**src/rtl/juggle_scheduler_if.sv**
```systemverilog
// rtl/juggle_scheduler_if.sv - control, height handshake and status bundle for juggle_scheduler
interface juggle_scheduler_if #(
  parameter int TIME_W   = 9,
  parameter int HEIGHT_W = 4
);
  logic                start_in;
  logic                stop_in;
  logic [2:0]          num_balls_in;
  logic                beat_in;
  logic                height_valid_in;
  logic [HEIGHT_W-1:0] height_in;
  logic                height_ready_out;
  logic                throw_valid_out;
  logic [2:0]          throw_ball_out;
  logic [2:0]          next_ball_out;
  logic [TIME_W-1:0]   next_time_out;
  logic                busy_out;
  logic                error_out;
  logic [1:0]          error_code_out;

  // Upstream side: pattern source plus run control.
  modport master (
    output start_in, stop_in, num_balls_in, beat_in, height_valid_in, height_in,
    input  height_ready_out, throw_valid_out, throw_ball_out, next_ball_out,
    input  next_time_out, busy_out, error_out, error_code_out
  );

  // Scheduler side.
  modport slave (
    input  start_in, stop_in, num_balls_in, beat_in, height_valid_in, height_in,
    output height_ready_out, throw_valid_out, throw_ball_out, next_ball_out,
    output next_time_out, busy_out, error_out, error_code_out
  );
endinterface

```
**src/rtl/juggle_scheduler.sv**
```systemverilog
// rtl/juggle_scheduler.sv - beat-driven throw scheduler with per-ball landing countdowns
module juggle_scheduler #(
  parameter int MAX_BALLS = 7,
  parameter int TIME_W    = 9,
  parameter int HEIGHT_W  = 4
) (
  input logic               clk_in,
  input logic               rst_in,
  juggle_scheduler_if.slave bus
);

  typedef enum logic [2:0] {
    S_IDLE, S_LOAD, S_RUN, S_WAIT_HEIGHT, S_ERR
  } state_t;

  localparam logic [1:0] ERR_COLLISION = 2'b01;
  localparam logic [1:0] ERR_ZERO      = 2'b10;
  localparam logic [1:0] ERR_OVERRUN   = 2'b11;

  state_t               state;
  logic [TIME_W-1:0]    cnt [MAX_BALLS];
  logic [MAX_BALLS-1:0] active;
  logic [2:0]           num_balls;
  logic [2:0]           cur_ball;

  logic                 min_found;
  logic [2:0]           min_idx;
  logic [TIME_W-1:0]    min_time;
  logic [TIME_W-1:0]    new_time;
  logic                 collide;
  logic                 handshake;

  assign new_time  = TIME_W'(bus.height_in) - TIME_W'(1);
  assign handshake = bus.height_valid_in && bus.height_ready_out;

  // Earliest-landing active ball; strict less-than keeps the lowest index on ties.
  always_comb begin
    min_found = 1'b0;
    min_idx   = '0;
    min_time  = '0;
    for (int i = 0; i < MAX_BALLS; i++) begin
      if (active[i] && (!min_found || cnt[i] < min_time)) begin
        min_found = 1'b1;
        min_idx   = 3'(i);
        min_time  = cnt[i];
      end
    end
  end

  // A new landing beat collides when another airborne ball lands on the same beat.
  always_comb begin
    collide = 1'b0;
    for (int j = 0; j < MAX_BALLS; j++) begin
      if (active[j] && (3'(j) != cur_ball) && (cnt[j] == new_time)) begin
        collide = 1'b1;
      end
    end
  end

  // Scheduler FSM with all outputs registered.
  always_ff @(posedge clk_in or posedge rst_in) begin
    if (rst_in) begin
      state                <= S_IDLE;
      active               <= '0;
      num_balls            <= '0;
      cur_ball             <= '0;
      for (int i = 0; i < MAX_BALLS; i++) cnt[i] <= '0;
      bus.height_ready_out <= 1'b0;
      bus.throw_valid_out  <= 1'b0;
      bus.throw_ball_out   <= '0;
      bus.next_ball_out    <= '0;
      bus.next_time_out    <= '0;
      bus.busy_out         <= 1'b0;
      bus.error_out        <= 1'b0;
      bus.error_code_out   <= '0;
    end else begin
      bus.throw_valid_out <= 1'b0;
      bus.next_ball_out   <= min_idx;
      bus.next_time_out   <= min_time;
      if (bus.stop_in) begin
        state                <= S_IDLE;
        active               <= '0;
        for (int i = 0; i < MAX_BALLS; i++) cnt[i] <= '0;
        bus.height_ready_out <= 1'b0;
        bus.busy_out         <= 1'b0;
        bus.error_out        <= 1'b0;
        bus.error_code_out   <= '0;
      end else begin
        case (state)
          S_IDLE: begin
            if (bus.start_in && bus.num_balls_in != 3'd0) begin
              num_balls    <= bus.num_balls_in;
              bus.busy_out <= 1'b1;
              state        <= S_LOAD;
            end
          end
          S_LOAD: begin
            for (int i = 0; i < MAX_BALLS; i++) begin
              active[i] <= (i < int'(num_balls));
              cnt[i]    <= (i < int'(num_balls)) ? TIME_W'(i) : '0;
            end
            state <= S_RUN;
          end
          S_RUN: begin
            if (bus.beat_in) begin
              if (min_found && min_time == '0) begin
                // The landing ball is caught and held; everyone else moves one beat closer.
                for (int i = 0; i < MAX_BALLS; i++) begin
                  if (active[i] && 3'(i) != min_idx && cnt[i] != '0) cnt[i] <= cnt[i] - 1'b1;
                end
                cur_ball             <= min_idx;
                bus.throw_valid_out  <= 1'b1;
                bus.throw_ball_out   <= min_idx;
                bus.height_ready_out <= 1'b1;
                state                <= S_WAIT_HEIGHT;
              end else begin
                for (int i = 0; i < MAX_BALLS; i++) begin
                  if (active[i] && cnt[i] != '0) cnt[i] <= cnt[i] - 1'b1;
                end
              end
            end
          end
          S_WAIT_HEIGHT: begin
            if (handshake) begin
              bus.height_ready_out <= 1'b0;
              if (bus.height_in == '0) begin
                bus.busy_out       <= 1'b0;
                bus.error_out      <= 1'b1;
                bus.error_code_out <= ERR_ZERO;
                state              <= S_ERR;
              end else begin
                cnt[cur_ball] <= new_time;
                if (collide) begin
                  bus.busy_out       <= 1'b0;
                  bus.error_out      <= 1'b1;
                  bus.error_code_out <= ERR_COLLISION;
                  state              <= S_ERR;
                end else begin
                  state <= S_RUN;
                end
              end
            end else if (bus.beat_in) begin
              // A beat arrived before the next height: the pattern source fell behind.
              bus.height_ready_out <= 1'b0;
              bus.busy_out         <= 1'b0;
              bus.error_out        <= 1'b1;
              bus.error_code_out   <= ERR_OVERRUN;
              state                <= S_ERR;
            end
          end
          S_ERR: begin
            state <= S_ERR;
          end
          default: begin
            state <= S_IDLE;
          end
        endcase
      end
    end
  end

endmodule

```
**src/flat_wrapper.sv**
```systemverilog
// flat-port wrapper written by rule: the top's interface ports become plain ports
module juggle_scheduler_flat 
#(
  parameter int MAX_BALLS = 7,
  parameter int TIME_W    = 9,
  parameter int HEIGHT_W  = 4
)
  (clk_in, rst_in, bus_start_in, bus_stop_in, bus_num_balls_in, bus_beat_in, bus_height_valid_in, bus_height_in, bus_height_ready_out, bus_throw_valid_out, bus_throw_ball_out, bus_next_ball_out, bus_next_time_out, bus_busy_out, bus_error_out, bus_error_code_out);
  juggle_scheduler_if #(.TIME_W(TIME_W), .HEIGHT_W(HEIGHT_W)) bus_i ();
  input logic clk_in;
  input logic rst_in;
  input wire logic [$bits(bus_i.start_in)-1:0] bus_start_in;
  input wire logic [$bits(bus_i.stop_in)-1:0] bus_stop_in;
  input wire logic [$bits(bus_i.num_balls_in)-1:0] bus_num_balls_in;
  input wire logic [$bits(bus_i.beat_in)-1:0] bus_beat_in;
  input wire logic [$bits(bus_i.height_valid_in)-1:0] bus_height_valid_in;
  input wire logic [$bits(bus_i.height_in)-1:0] bus_height_in;
  output wire logic [$bits(bus_i.height_ready_out)-1:0] bus_height_ready_out;
  output wire logic [$bits(bus_i.throw_valid_out)-1:0] bus_throw_valid_out;
  output wire logic [$bits(bus_i.throw_ball_out)-1:0] bus_throw_ball_out;
  output wire logic [$bits(bus_i.next_ball_out)-1:0] bus_next_ball_out;
  output wire logic [$bits(bus_i.next_time_out)-1:0] bus_next_time_out;
  output wire logic [$bits(bus_i.busy_out)-1:0] bus_busy_out;
  output wire logic [$bits(bus_i.error_out)-1:0] bus_error_out;
  output wire logic [$bits(bus_i.error_code_out)-1:0] bus_error_code_out;
  assign bus_i.start_in = bus_start_in;
  assign bus_i.stop_in = bus_stop_in;
  assign bus_i.num_balls_in = bus_num_balls_in;
  assign bus_i.beat_in = bus_beat_in;
  assign bus_i.height_valid_in = bus_height_valid_in;
  assign bus_i.height_in = bus_height_in;
  assign bus_height_ready_out = bus_i.height_ready_out;
  assign bus_throw_valid_out = bus_i.throw_valid_out;
  assign bus_throw_ball_out = bus_i.throw_ball_out;
  assign bus_next_ball_out = bus_i.next_ball_out;
  assign bus_next_time_out = bus_i.next_time_out;
  assign bus_busy_out = bus_i.busy_out;
  assign bus_error_out = bus_i.error_out;
  assign bus_error_code_out = bus_i.error_code_out;
  juggle_scheduler #(.MAX_BALLS(MAX_BALLS), .TIME_W(TIME_W), .HEIGHT_W(HEIGHT_W)) u_core (.clk_in(clk_in), .rst_in(rst_in), .bus(bus_i));
endmodule
```
**config.mk**
```make
export PLATFORM = sky130hd
export DESIGN_NAME = juggle_scheduler_flat
export DESIGN_NICKNAME = d
export VERILOG_FILES = /design/src/rtl/juggle_scheduler_if.sv /design/src/rtl/juggle_scheduler.sv /design/src/flat_wrapper.sv
export SDC_FILE = /design/constraint.sdc
export NUM_CORES = 1
export LEC_CHECK = 0
export CORE_UTILIZATION = 63
export CTS_BUF_LIST = sky130_fd_sc_hd__clkbuf_8 sky130_fd_sc_hd__clkbuf_16
export CTS_CLUSTER_DIAMETER = 120
export DETAILED_ROUTE_END_ITERATION = 12
export GPL_ROUTABILITY_DRIVEN = 0
export PLACE_DENSITY = 0.91
export SLEW_MARGIN = 15
export SYNTH_ARGS = -nofsm -noshare
export SYNTH_HDL_FRONTEND = slang
export SYNTH_SLANG_ARGS = --single-unit
```
**constraint.sdc**
```tcl
create_clock -name clk_in -period 17.85 [get_ports clk_in]
set_input_delay 5.355 -clock clk_in [delete_from_list [all_inputs] [get_ports clk_in]]
set_output_delay 5.355 -clock clk_in [all_outputs]
set_load 0.005 [all_outputs]
```
==> reports/results.ini <==
[status]
outcome = complete, but fails checks
failed_checks = DRC

[power]
p_comb_frac = 0.453
swShare = 0.444
netSwitchingPower_uw = 414
power_leakage_nw = 4.34
p_total_uw = 932
p_clk_frac = 0.231
peakVddDrop_mv = 0.0597
internal_power_uw = 518
pwr-share-seq = 0.317
powerDensity_nw_per_um2 = 91.2

[worst_setup_path]
cp_data_arrival_time_ns = 15.73
crit_start = u_core.active[0]
critPathMaxStageDelay_ns = 0.74
cpMostUsedCell = ha_1
crit_required_ns = 18.10
worstSetupEndpointType = register
critPathKind = reg -> reg
path_max_fanout = 23
regToRegEndpoint = u_core.cnt[17]
reg2reg_slack_ns = 2.37
cp-start-kind = register
r2r_cells = 50
r2r-start = u_core.active[0]
cp_slowest_cell = dfrtp_1

[synth]
synth_seq_area_share = 0.255
synth-async-reset-ratio = 1.00
syn_inst = 1230
ys_ff_latch = 97
syn_nets = 1300
synth_cell_types = 93
synth_ff_type = dfrtp_1
synth.avg_cell_area_um2 = 7.75
yosys_warnings = 0
syn-cell-area_um2 = 9530
synth_edf_count = 0

[job]
max-cap-violations = 0

[floorplanning]
initial_core_util = 0.651
die_h_um = 125
die_x_um = 125
core_area_um2 = 14600
core.rowCount = 44
boundaryPins = 34
dieArea_um2 = 15600

[finish]
final_nets = 1279
area_growth_pct = 7.30
finish.utilization = 0.698
diodes = 0
drive_gt1_frac = 0.0931
fin_area_um2 = 10200
fillers = 1145
fin_cells = 1398

[placed_design]
place_inst = 1382
portBuffers = 33
post-place-ws_ns = 3.19
dpl.hpwl_mm = 23.6
placed_cell_area_um2 = 9910

[timing]
min_period_ns = 15.48
holdWs_ns = 0.514
tightest_slew_ns = 1.28
rsz0062_at_grt = false
worst_slack_ns = 2.37
finalHoldViolCount = 0
skew_ns = 0.0165
finalSetupTns_ns = 0
min_period_over_period = 0.867
max_freq_ghz = 0.0646
maxSlewHeadroom = 0.141
drv_slew = 0
setup_violations = 0

[clocking]
htreeDepth = 3
hold_buffers = 0
cts-root-buf = clkbuf_16
cts_buffers = 9
cts_resized = 0
cts_setup_buffers = 0
cts.sink_count = 97
clk_pin_slew_ns = 0.07
clockBufferDepth = 2
clk_latency_ns = 0.37
cts_tree = yes

[grt]
grt-ovfl-total = 0
grt_pass1_wl_mm = 53.0
grt_max_degree = 54
track_usage = 0.436
antenna_found_initial = 0
grt_pass1_vias = 9735

[min_path]
hold_start = u_core.bus.error_code_out[0]
hold_class = reg -> reg
min_delay_path_depth = 2
min_to = u_core.bus.error_code_out[0]

[drt]
vias = 10700
drt_wl_total_mm = 33.9
wl_per_cell_um = 24.3
postRouteAntennaNets = 0
drc = 2
drt_iter0_drc = 2087
avgViaCountPerCell = 7.65
drt-pass1-iter-count = 12

[metal layers]
layer | global-route usage | up-vias | share of wire
met5 | 0 | - | 0
met1 | 0.570 | 4829 | 0.35
met4 | 0.296 | 0 | 0.082
met2 | 0.620 | 993 | 0.40
met3 | 0.131 | 298 | 0.17
li1 | - | 4573 | -
[state kept, by name, indices dropped and copies added, names as in the netlist]
register and cells:
u_core.active 7, u_core.bus.busy_out 1, u_core.bus.error_code_out 2, u_core.bus.error_out 1, u_core.bus.height_ready_out 1, u_core.bus.next_ball_out 3
u_core.bus.next_time_out 9, u_core.bus.throw_ball_out 3, u_core.bus.throw_valid_out 1, u_core.cnt 63, u_core.num_balls 3, u_core.state 3
[worst max-delay path by stage]
stage | to | slack (ns) | cells past startpoint
5_1_grt | u_core.cnt[13] | 1.77 | 51
4_1_cts | u_core.cnt[33] | 3.12 | 50
6_report | u_core.cnt[17] | 2.37 | 50
2_1_floorplan | u_core.cnt[27] | 4.85 | 59
3_3_place_gp | u_core.cnt[32] | 3.77 | 47
3_5_place_dp | u_core.cnt[33] | 3.19 | 48
[area by class of cell]
cell class	instances	area, µm²	area share
flip-flops and latches	97	2430	0.237
multi-input cells	1006	6620	0.647
repair buffers	51	465	0.0455
inverters	44	168	0.0164
clock buffers	10	239	0.0234
well taps	184	230	0.0225
clock inverters	6	81.3	0.00795
[cell families after synthesis]
group,count (synthesis),synth area share
and+or+nand+nor,470,0.249
adders and majority gates,57,0.0748
DFF,97,0.255
buffers and inverters,127,0.0529
xor gates and xnor gates,31,0.0285
AOI/OAI and AO/OA,394,0.279
muxes,54,0.0618
[cells in the mapped netlist (6+ instances only)]
cell | number | area, µm²
o31ai_1 | 7 | 52.6
or2_2 | 8 | 50.1
o21ai_0 | 88 | 440
inv_1 | 44 | 165
xnor2_1 | 15 | 131
or3_1 | 22 | 138
a22oi_1 | 10 | 75.1
buf_2 | 6 | 30.0
a211oi_1 | 15 | 113
nand4_1 | 19 | 119
nor3_1 | 55 | 275
clkbuf_1 | 68 | 255
nand3b_1 | 8 | 60.1
or4_1 | 10 | 75.1
a221oi_1 | 17 | 149
and2_1 | 7 | 43.8
a211o_1 | 11 | 96.3
a31oi_1 | 17 | 106
a21o_1 | 14 | 105
nand2_1 | 129 | 484
nor3b_1 | 6 | 45.0
o22ai_1 | 18 | 113
xor2_1 | 16 | 140
nor4_1 | 13 | 81.3
mux2i_1 | 15 | 150
and3_1 | 19 | 119
nor2b_1 | 6 | 37.5
nand2b_1 | 6 | 37.5
ha_1 | 57 | 713
o221ai_1 | 6 | 52.6
mux2_2 | 38 | 428
o211ai_1 | 13 | 97.6
o21a_1 | 10 | 75.1
dfrtp_1 | 97 | 2430
nand3_1 | 36 | 180
nor2_1 | 101 | 379
a21oi_1 | 106 | 531
[critical path, delay by kind of cell, from the launching register on]
kind,cells,cell delay (ns)
fa+ha+maj,6,1.82
buf+inv,1,0.35
simple gates,15,3.69
compound gates,26,8.13
flops,1,0.74
mux,2,0.61
[power by group through the flow]
stage               registers (mW)  clock network [mW]  logic (mW)
floorplan                    0.263                   0       0.310
detailed placement           0.294                   0       0.398
CTS                          0.290               0.214       0.402
global route                 0.296               0.223       0.452
global placement             0.292                   0       0.387
finish                       0.295               0.215       0.422
[cell usage in the layout, fill, tap and decap left out, drive strengths merged, types with 16 or more instances in the layout]
master,count
o21ai,90
a221oi,19
a21oi,107
clkdlybuf4s50,33
o22ai,18
nand4,19
nand3,37
buf,18
ha,57
a31oi,18
dfrtp,97
xor2,16
nor2,104
and3,21
nand2,129
or3,22
inv,48
nor3,56
a211oi,16
mux2,39
Power figures use the tool's default switching activity.
